==> src/rtl/icache_ctrl_pkg.sv <==
// Shared types for the instruction cache: memory bus structs, FSM state and line helpers.
// Imported by icache_ctrl_if, icache_array and icache_ctrl.
package icache_def;

  localparam int WORD_W = 16;
  localparam int LINE_W = 64;

  typedef struct packed {
    logic [15:0] addr;
    logic [63:0] data;
    logic        rw;
  } mem_req_type;

  typedef struct packed {
    logic [63:0] data;
    logic        ready;
  } mem_data_type;

  typedef enum logic {
    IDLE = 1'b0,
    FILL = 1'b1
  } icache_state_t;

  // rw=1 is the "no read" encoding on the unified memory port.
  localparam mem_req_type MEM_REQ_IDLE = '{addr: 16'h0000, data: 64'h0, rw: 1'b1};

  function automatic logic [WORD_W-1:0] line_word(input logic [LINE_W-1:0] line,
                                                  input logic [1:0] off);
    return line[{off, 4'b0000} +: WORD_W];
  endfunction

endpackage

==> src/rtl/icache_ctrl_if.sv <==
// Line-fill bus between the instruction cache (master) and the unified memory (slave).
interface icache_ctrl_if;
  import icache_def::*;

  // Handshake: while a fill is pending the master holds mem_req with rw=0 and a stable
  // line address; the slave answers with ready=1 for one cycle carrying the whole line on
  // data, and that cycle completes the transfer. rw=1 means no request is outstanding.
  mem_req_type  mem_req;
  mem_data_type mem_data_res;

  modport master (output mem_req, input mem_data_res);
  modport slave  (input mem_req, output mem_data_res);

endinterface

==> src/rtl/icache_ctrl_array.sv <==
// Tag/valid/data storage for the direct-mapped cache: one read port, one write port,
// and a single-cycle clear of every valid bit. Only the valid bits are reset.
module icache_array
  import icache_def::*;
#(
  parameter int LINES = 16
) (
  input  logic                          clk,
  input  logic                          rst,
  input  logic [$clog2(LINES)-1:0]      rd_index,
  output logic                          rd_valid,
  output logic [13-$clog2(LINES):0]     rd_tag,
  output logic [LINE_W-1:0]             rd_data,
  input  logic                          we,
  input  logic [$clog2(LINES)-1:0]      wr_index,
  input  logic [13-$clog2(LINES):0]     wr_tag,
  input  logic [LINE_W-1:0]             wr_data,
  input  logic                          wr_valid,
  input  logic                          clear_all
);

  localparam int IDXW = $clog2(LINES);
  localparam int TAGW = 14 - IDXW;

  logic [LINES-1:0]  valid_q;
  logic [TAGW-1:0]   tag_q  [LINES];
  logic [LINE_W-1:0] data_q [LINES];

  // A write in the same cycle as clear_all lands after the clear.
  always_ff @(posedge clk) begin
    if (rst) begin
      valid_q <= '0;
    end else begin
      if (clear_all) valid_q <= '0;
      if (we) valid_q[wr_index] <= wr_valid;
    end
  end

  always_ff @(posedge clk) begin
    if (we) begin
      tag_q[wr_index]  <= wr_tag;
      data_q[wr_index] <= wr_data;
    end
  end

  assign rd_valid = valid_q[rd_index];
  assign rd_tag   = tag_q[rd_index];
  assign rd_data  = data_q[rd_index];

endmodule

==> src/rtl/icache_ctrl.sv <==
// Direct-mapped instruction cache controller: same-cycle hits, blocking line fills.
// Optional hit/miss statistics ports are built when ICACHE_STATS_EN is defined.
module icache_ctrl
  import icache_def::*;
#(
  parameter int LINES = 16
) (
  input  logic                 clk,
  input  logic                 rst,
  input  logic                 fetch_en,
  input  logic [15:0]          pc,
  input  logic                 flush,
  output logic [15:0]          instr,
  output logic                 instr_valid,
  output logic                 stall,
  output icache_state_t        fsm_state,
`ifdef ICACHE_STATS_EN
  output logic [15:0]          hit_count,
  output logic [15:0]          miss_count,
`endif
  icache_ctrl_if.master        mem
);

  localparam int IDXW = $clog2(LINES);
  localparam int TAGW = 14 - IDXW;

  icache_state_t     state, state_next;
  logic [13:0]       line_addr;
  logic              fill_flushed;
  logic              rd_valid;
  logic [TAGW-1:0]   rd_tag;
  logic [LINE_W-1:0] rd_data;
  logic              hit;
  logic              we;
  logic              wr_valid;

  assign hit = (state == IDLE) && fetch_en && rd_valid && (rd_tag == pc[15:IDXW+2]);

  always_ff @(posedge clk) begin
    if (rst) state <= IDLE;
    else     state <= state_next;
  end

  always_comb begin
    state_next  = state;
    instr_valid = 1'b0;
    stall       = 1'b0;
    we          = 1'b0;
    mem.mem_req = MEM_REQ_IDLE;
    case (state)
      IDLE: begin
        if (fetch_en) begin
          if (hit) begin
            instr_valid = !flush;
          end else begin
            stall      = 1'b1;
            state_next = FILL;
          end
        end
      end
      FILL: begin
        stall            = 1'b1;
        mem.mem_req.rw   = 1'b0;
        mem.mem_req.addr = {2'b00, line_addr};
        if (mem.mem_data_res.ready) begin
          we         = 1'b1;
          state_next = IDLE;
        end
      end
    endcase
    // Reset wins over everything, including an in-flight fill.
    if (rst) begin
      instr_valid = 1'b0;
      stall       = 1'b0;
      we          = 1'b0;
      mem.mem_req = MEM_REQ_IDLE;
    end
  end

  always_ff @(posedge clk) begin
    if (state == IDLE && fetch_en && !hit) line_addr <= pc[15:2];
  end

  // A flush seen at any point of a fill makes that fill land invalid.
  always_ff @(posedge clk) begin
    if (rst || state == IDLE) fill_flushed <= 1'b0;
    else if (flush)           fill_flushed <= 1'b1;
  end

  assign wr_valid  = !(flush || fill_flushed);
  assign instr     = instr_valid ? line_word(rd_data, pc[1:0]) : 16'h0000;
  assign fsm_state = state;

  icache_array #(.LINES(LINES)) u_array (
    .clk       (clk),
    .rst       (rst),
    .rd_index  (pc[IDXW+1:2]),
    .rd_valid  (rd_valid),
    .rd_tag    (rd_tag),
    .rd_data   (rd_data),
    .we        (we),
    .wr_index  (line_addr[IDXW-1:0]),
    .wr_tag    (line_addr[13:IDXW]),
    .wr_data   (mem.mem_data_res.data),
    .wr_valid  (wr_valid),
    .clear_all (flush)
  );

`ifdef ICACHE_STATS_EN
  always_ff @(posedge clk) begin
    if (rst) begin
      hit_count  <= '0;
      miss_count <= '0;
    end else if (state == IDLE) begin
      if (instr_valid && hit_count != 16'hFFFF)  hit_count  <= hit_count + 16'd1;
      if (stall && miss_count != 16'hFFFF)       miss_count <= miss_count + 16'd1;
    end
  end
`endif

endmodule
==> src/flat_wrapper.sv <==
// flat-port wrapper written by rule: the top's interface ports become plain ports
module icache_ctrl_flat import icache_def::*;
#(
  parameter int LINES = 16
)
  (clk, rst, fetch_en, pc, flush, instr, instr_valid, stall, fsm_state, mem_mem_req, mem_mem_data_res);
  icache_ctrl_if mem_i ();
  input  logic clk;
  input  logic rst;
  input  logic fetch_en;
  input  logic [15:0] pc;
  input  logic flush;
  output logic [15:0] instr;
  output logic instr_valid;
  output logic stall;
  output icache_state_t fsm_state;
  output wire logic [$bits(mem_i.mem_req)-1:0] mem_mem_req;
  input wire logic [$bits(mem_i.mem_data_res)-1:0] mem_mem_data_res;
  assign mem_mem_req = mem_i.mem_req;
  assign mem_i.mem_data_res = mem_mem_data_res;
  icache_ctrl #(.LINES(LINES)) u_core (.clk(clk), .rst(rst), .fetch_en(fetch_en), .pc(pc), .flush(flush), .instr(instr), .instr_valid(instr_valid), .stall(stall), .fsm_state(fsm_state), .mem(mem_i));
endmodule
==> config.mk <==
export PLATFORM = sky130hd
export DESIGN_NAME = icache_ctrl_flat
export DESIGN_NICKNAME = d
export VERILOG_FILES = /design/src/rtl/icache_ctrl_pkg.sv /design/src/rtl/icache_ctrl_if.sv /design/src/rtl/icache_ctrl_array.sv /design/src/rtl/icache_ctrl.sv /design/src/flat_wrapper.sv
export SDC_FILE = /design/constraint.sdc
export NUM_CORES = 1
export LEC_CHECK = 0
export CAP_MARGIN = 0
export CORE_MARGIN = 1.5
export CORE_UTILIZATION = 40
export DETAILED_ROUTE_END_ITERATION = 10
export PLACE_DENSITY = 0.63
export SYNTH_ARGS = -nofsm -noshare
export SYNTH_HDL_FRONTEND = slang
export SYNTH_SLANG_ARGS = --single-unit
export TNS_END_PERCENT = 100
==> constraint.sdc <==
create_clock -name clk -period 9.9 [get_ports clk]
set_input_delay 2.97 -clock clk [delete_from_list [all_inputs] [get_ports clk]]
set_output_delay 2.97 -clock clk [all_outputs]
set_load 0.05 [all_outputs]
; After elaboration in Yosys (flattened, before gate mapping)
; Memories as Yosys holds them, arrays and structs flattened.
; Index checks and enable logic that the tools add are counted.
[totals]
n_memories = 2
wordCells = 49
output_inout_bits = 100
register_bits = 32
in_bits = 85
ramBits = 1184
[op_classes]
n_mux = 27
magnitude_cmp = 3
reduce_logical = 10
shifts = 1
n_bitwise = 1
n_eq_ne = 1
[memory_table]
columns = memory, depth, word_bits, rd, rd_clocked_by_memory_dff, wr, line
row1 = u_core.u_array.data_q, 16, 64, 1, 0, 1, icache_ctrl_array.sv:27  ; logic [LINE_W-1:0] data_q [LINES];
row2 = u_core.u_array.tag_q, 16, 10, 1, 0, 1, icache_ctrl_array.sv:26  ; logic [TAGW-1:0] tag_q [LINES];
[ops]
columns = operator, n
row1 = two-way mux 79 bit, 1
row2 = two-way mux 16 bit, 4
row3 = variable part select 64 x 7 -> 16 bit, 1
row4 = bitwise mux 16 bit, 1
row5 = two-way mux 1 bit, 16
row6 = two-way mux 14 bit, 1
row7 = == test 10 bit, 1
row8 = < comparator 4 x 5 -> 1 bit (second input constant), 2
row9 = logical AND 1 bit, 5
row10 = binary-select mux 1 bit (select 4 bit), 1
row11 = demux 1 bit (select 4 bit), 1
row12 = greater-or-equal comparator 4 x 1 -> 1 bit (second input constant), 1
row13 = one-hot mux 1 bit (2 select lines), 2
row14 = logical NOT 1 bit, 3
row15 = logical OR 1 bit, 2
row16 = inverter 1 bit, 1

; Longest topological paths before layout
[logic_depth]
word_depth = 9
depth_mapped = 12
depth_no_buf = 7

; Cells and area by module
; From an unflattened synthesis, not the netlist that was laid out.
[hier_totals]
cells_unflattened = 2084
area_unflattened_um2 = 46903.7
[modules_own_cells]
columns = module, instances, area_per_inst_um2, seq_area_each_um2, cells_each
row1 = icache_array, 1, 45049.5, 35874.4, 1920
row2 = icache_ctrl, 1, 1854.3, 460.4, 164

; Worst setup path before layout
; Ideal clock, no wire load.
[synth_path]
path_kind = in2out
from = input pc[3]
to = output instr[0]
cell_stages = 8
arrival_ns = 6.485
setup_slack_ns = 0.445
n_path_buf = 2
t_required_ns = 6.930
cell_sequence = buf_6 > mux4_2 > mux2i_1 > nor3b_1 > or4_4 > a2111o_1 > buf_6 > nor4b_1
[synth_via]
elab_chain_len = 9
word_cells_on_any_way = 13
cone_classes = eq/ne: 1 / shift: 1 / mux: 7 / reduce/logical: 2 / memory: 2
[synth_lines]
columns = element, line
row1 = "start, declared", flat_wrapper.sv:11  ; input logic [15:0] pc;
row2 = branches (longest 8 deep; another with memory (16 x 10 bit)), n/a
row3 = two-way mux 16 bit (*), icache_ctrl.sv:91  ; assign instr = instr_valid ? line_word(rd_data, pc[1:0]) : 16'h0000;
row4 = "end, declared", flat_wrapper.sv:13  ; output logic [15:0] instr;
; Mark *: on every way between the ends. The select of a mux whose other input is x is not followed.

; Worst setup path in the final report
[layout_path]
from = input pc[3]
to = output stall
[layout_via]
elab_chain_len = 8
word_cells_on_any_way = 10
cone_classes = eq/ne: 1 / mux: 6 / reduce/logical: 2 / memory: 1
[layout_lines]
columns = element, line
row1 = branches (longest 3 deep; another with memory (16 x 10 bit)), n/a
row2 = logical AND 1 bit (*), icache_ctrl.sv:37  ; assign hit = (state == IDLE) && fetch_en && rd_valid && (rd_tag == pc[15:IDXW+2]);
row3 = two-way mux 1 bit (*), icache_ctrl.sv:53  ; if (hit) begin
row4 = two-way mux 1 bit (*), icache_ctrl.sv:52  ; if (fetch_en) begin
row5 = one-hot mux 1 bit (2 select lines) (*), icache_ctrl.sv:50  ; case (state)
row6 = two-way mux 1 bit (*), icache_ctrl.sv:72  ; if (rst) begin
row7 = "end, declared", flat_wrapper.sv:15  ; output logic stall;
; Marked as above.

==> flow_summary.yaml <==
yosys:
  syn_area_per_cell_sq_um: 23.8
  synthesis.area_sq_um: 47200
  synth-async-reset-ratio_pct: 0
  ys_seq_area_share_pct: 76.9
  synth_ff_type: "edfxtp_1"
  synth_area_leader_cell: "edfxtp_1"
  netlist_top_cells_count: "edfxtp_1, mux4_2, buf_4, buf_2, clkbuf_1"
  ys_warn_count: 0
  yosysMostFrequentCell: "edfxtp_1"
  synth.area.top_cells: "edfxtp_1, mux4_2, buf_4"
  synth_edf_count: 1198
  ys_seq_elements: 1216
  synth_cell_type_count: 47
  synth_top_area_share_pct: 76.1
  netlist_instances: 1982
floorplanning:
  core_sq_um: 117000
  die_area_sq_um: 120000
  ioPinCount: 185
  num_rows: 125
  die_w_microns: 347
  die_h_microns: 347
  start_util_pct: 40.5
grt:
  grt_overflow: 0
  grt_pass1_vias: 22294
  grt_pass1_wl_microns: 159000
  grt_max_degree: 101
  antenna_found_initial: 24
  track_usage_pct: 18.3
clock_network:
  clock_latency_ns: 0.69
  cts_sinks: 1216
  htree_levels: 3
  hold_buffers: 0
  clkTransAtPathRegs_ns: 0.06
  tritoncts: "done"
  cts_root_buffer: "clkbuf_16"
  cts_resized: 0
  cts_buffers: 118
  postCtsSetupBuffers: 0
  clockBufferDepth: 3
sta:
  worst_pin_slew_ns: 1.13
  timing.setup.tns_ns: 0
  hold_violations: 0
  rsz0062_at_grt: "false"
  timing.final.crit_share_pct: 93.8
  slew_violations: 0
  relSlewSlack_pct: 24.5
  clock_skew_ns: 0.0232
  whs_ns: 0.497
  clock.fmax_mhz: 108
  setup_viol: 0
  min_period_ns: 9.29
outcome:
  outcome: "complete, no violations"
drt:
  drt-total-wl_microns: 110000
  drt_iter0_markers: 2225
  wire_per_inst_microns: 29.0
  postRouteAntennaNets: 0
  viasPerCell: 5.63
  first_pass_iters: 5
  vias: 21373
  drc_errors: 0
final_layout:
  layout.cells.non_filler: 3797
  regArea_sq_um: 36300
  fillers: 9417
  drive_gt1_share_pct: 28.0
  multi_input_area_sq_um: 10200
  final_nets: 2261
  syn2layout_area_growth_pct: 14.6
critical_path:
  critPathLaunchType: "input pin"
  path_class: "input pin to primary output"
  critPathMaxStageDelay_ns: 0.72
  cp_slowest_cell: "clkdlybuf4s50_1"
  path_depth: 10
  cp_num_buf_inv: 4
  r2r_cells: 4
  r2r_slack_ns: 5.93
  cp_max_fo: 53
  arrival_ns: 6.32
  crit_start: "pc[3]"
  reg2reg_from: "u_core.fsm_state"
  endpoint: "stall"
  end_kind: "primary output"
  timing.critical_path.cells: "buf_8 -> buf_4 -> mux4_2 -> nand2_1 -> a31oi_1 -> nand3_1 -> a2111oi_0 -> buf_4 -> a211oi_1 -> clkdlybuf4s50_1"
  cpMostUsedCell: "buf_4"
  cp_top_family: "buffers and inverters"
  required_ns: 6.93
  r2r_end: "u_core.u_array.data_q[12][52]"
placement:
  io_buffers: 118
  hpwl_microns: 57300
  placedCellCount: 3580
  globalplace.congestion: 0.745
power_and_ir_drop:
  fin_total_pwr_mw: 10.5
  vdd_drop_max_uv: 144
  p_leak_nw: 16.8
  pwr_density_cell_nw_per_um2: 193
flow_run:
  maxCapViolCount: 0
min_path:
  hold_depth: 2
  hold_path_class: "flop to flop"
==> sequential cells by signal (all words and copies together), names as in the netlist <==
signal / count
u_core.fill_flushed: 1
u_core.fsm_state: 1
u_core.line_addr: 14
u_core.u_array.data_q: 1024
u_core.u_array.tag_q: 160
u_core.u_array.valid_q: 16
==> kinds of logic after synthesis <==
logic type / Yosys count / share of synthesized area (%)
AOI/OAI and AO/OA: 63 / 0.863
xor gates and xnor gates: 9 / 0.167
and+or+nand+nor: 115 / 1.55
buffers and inverters: 171 / 2.20
DFF: 1216 / 76.9
other: 1 / 0.00794
muxes: 407 / 18.3
==> layout by cell type, fill, tap and decap left out, drive strengths merged, types with 2 or more instances in the layout <==
cell type	count
nand4b	3
a22oi	6
xnor2	5
and3	2
a2111oi	2
clkbuf	157
nor3	6
a21oi	32
a22o	2
and2	15
buf	81
nor2	25
mux2	5
xor2	4
conb	66
nor3b	4
nor2b	12
mux4	364
clkinv	44
clkdlybuf4s50	97
inv	4
a221oi	5
nand3	4
mux2i	38
a211oi	4
edfxtp	1198
nand2	15
diode	7
o2111ai	2
nand2b	8
dfxtp	18
nor4b	16
a31oi	6
o22ai	2
bufinv	6
==> worst register-to-register path, stage by stage, from the launching register on <==
cell and delay [ns]:
dfxtp_1 0.41, nor2b_1 0.87, nand3_1 0.57, nor2_4 1.01
buf_4 0.73
==> layout make-up <==
type / count / area share [%]
multi-input cells: 660 / 18.9
clock inverters: 53 / 0.818
inverters: 2 / 0.0139
clock buffers: 157 / 5.85
well taps: 1524 / 3.52
repair buffers: 178 / 3.78
diodes: 7 / 0.0323
flip-flops and latches: 1216 / 67.1
==> per-stage QoR <==
step / instance area, sq um / utilization [%] / setup slack, ns
floorplan: 47500 / - / 0.445
global placement: 50500 / 43.3 / 0.600
detailed placement: 50500 / 43.3 / 0.605
CTS: 54100 / 46.4 / 0.593
global route: 54100 / 46.4 / 0.383
finish: 54200 / 46.4 / 0.612
==> report_power, final <==
part / switching (mW) / internal [mW]
clock network: 1.81 / 2.39
registers: 0.0175 / 5.67
logic: 0.329 / 0.226
total: 2.16 / 8.29
==> metal layers <==
layer	track usage, %	vias to the layer above	share of wire, %
li1	-	8769	-
met3	2.67	145	6.5
met5	0	-	0.050
met2	30.7	819	50
met4	4.46	8	2.1
met1	25.2	11632	41
==> worst min path at each step <==
| stage | end | slack, ns | from |
|---|---|---|---|
| floorplan | u_core.fill_flushed | 0.45 | u_core.fill_flushed |
| global placement | u_core.fill_flushed | 0.48 | u_core.fill_flushed |
| detailed placement | u_core.fill_flushed | 0.48 | u_core.fill_flushed |
| CTS | u_core.fill_flushed | 0.50 | u_core.fill_flushed |
| global route | u_core.fill_flushed | 0.52 | u_core.fill_flushed |
| finish | u_core.fill_flushed | 0.50 | u_core.fill_flushed |
Power figures use the tool's default switching activity.
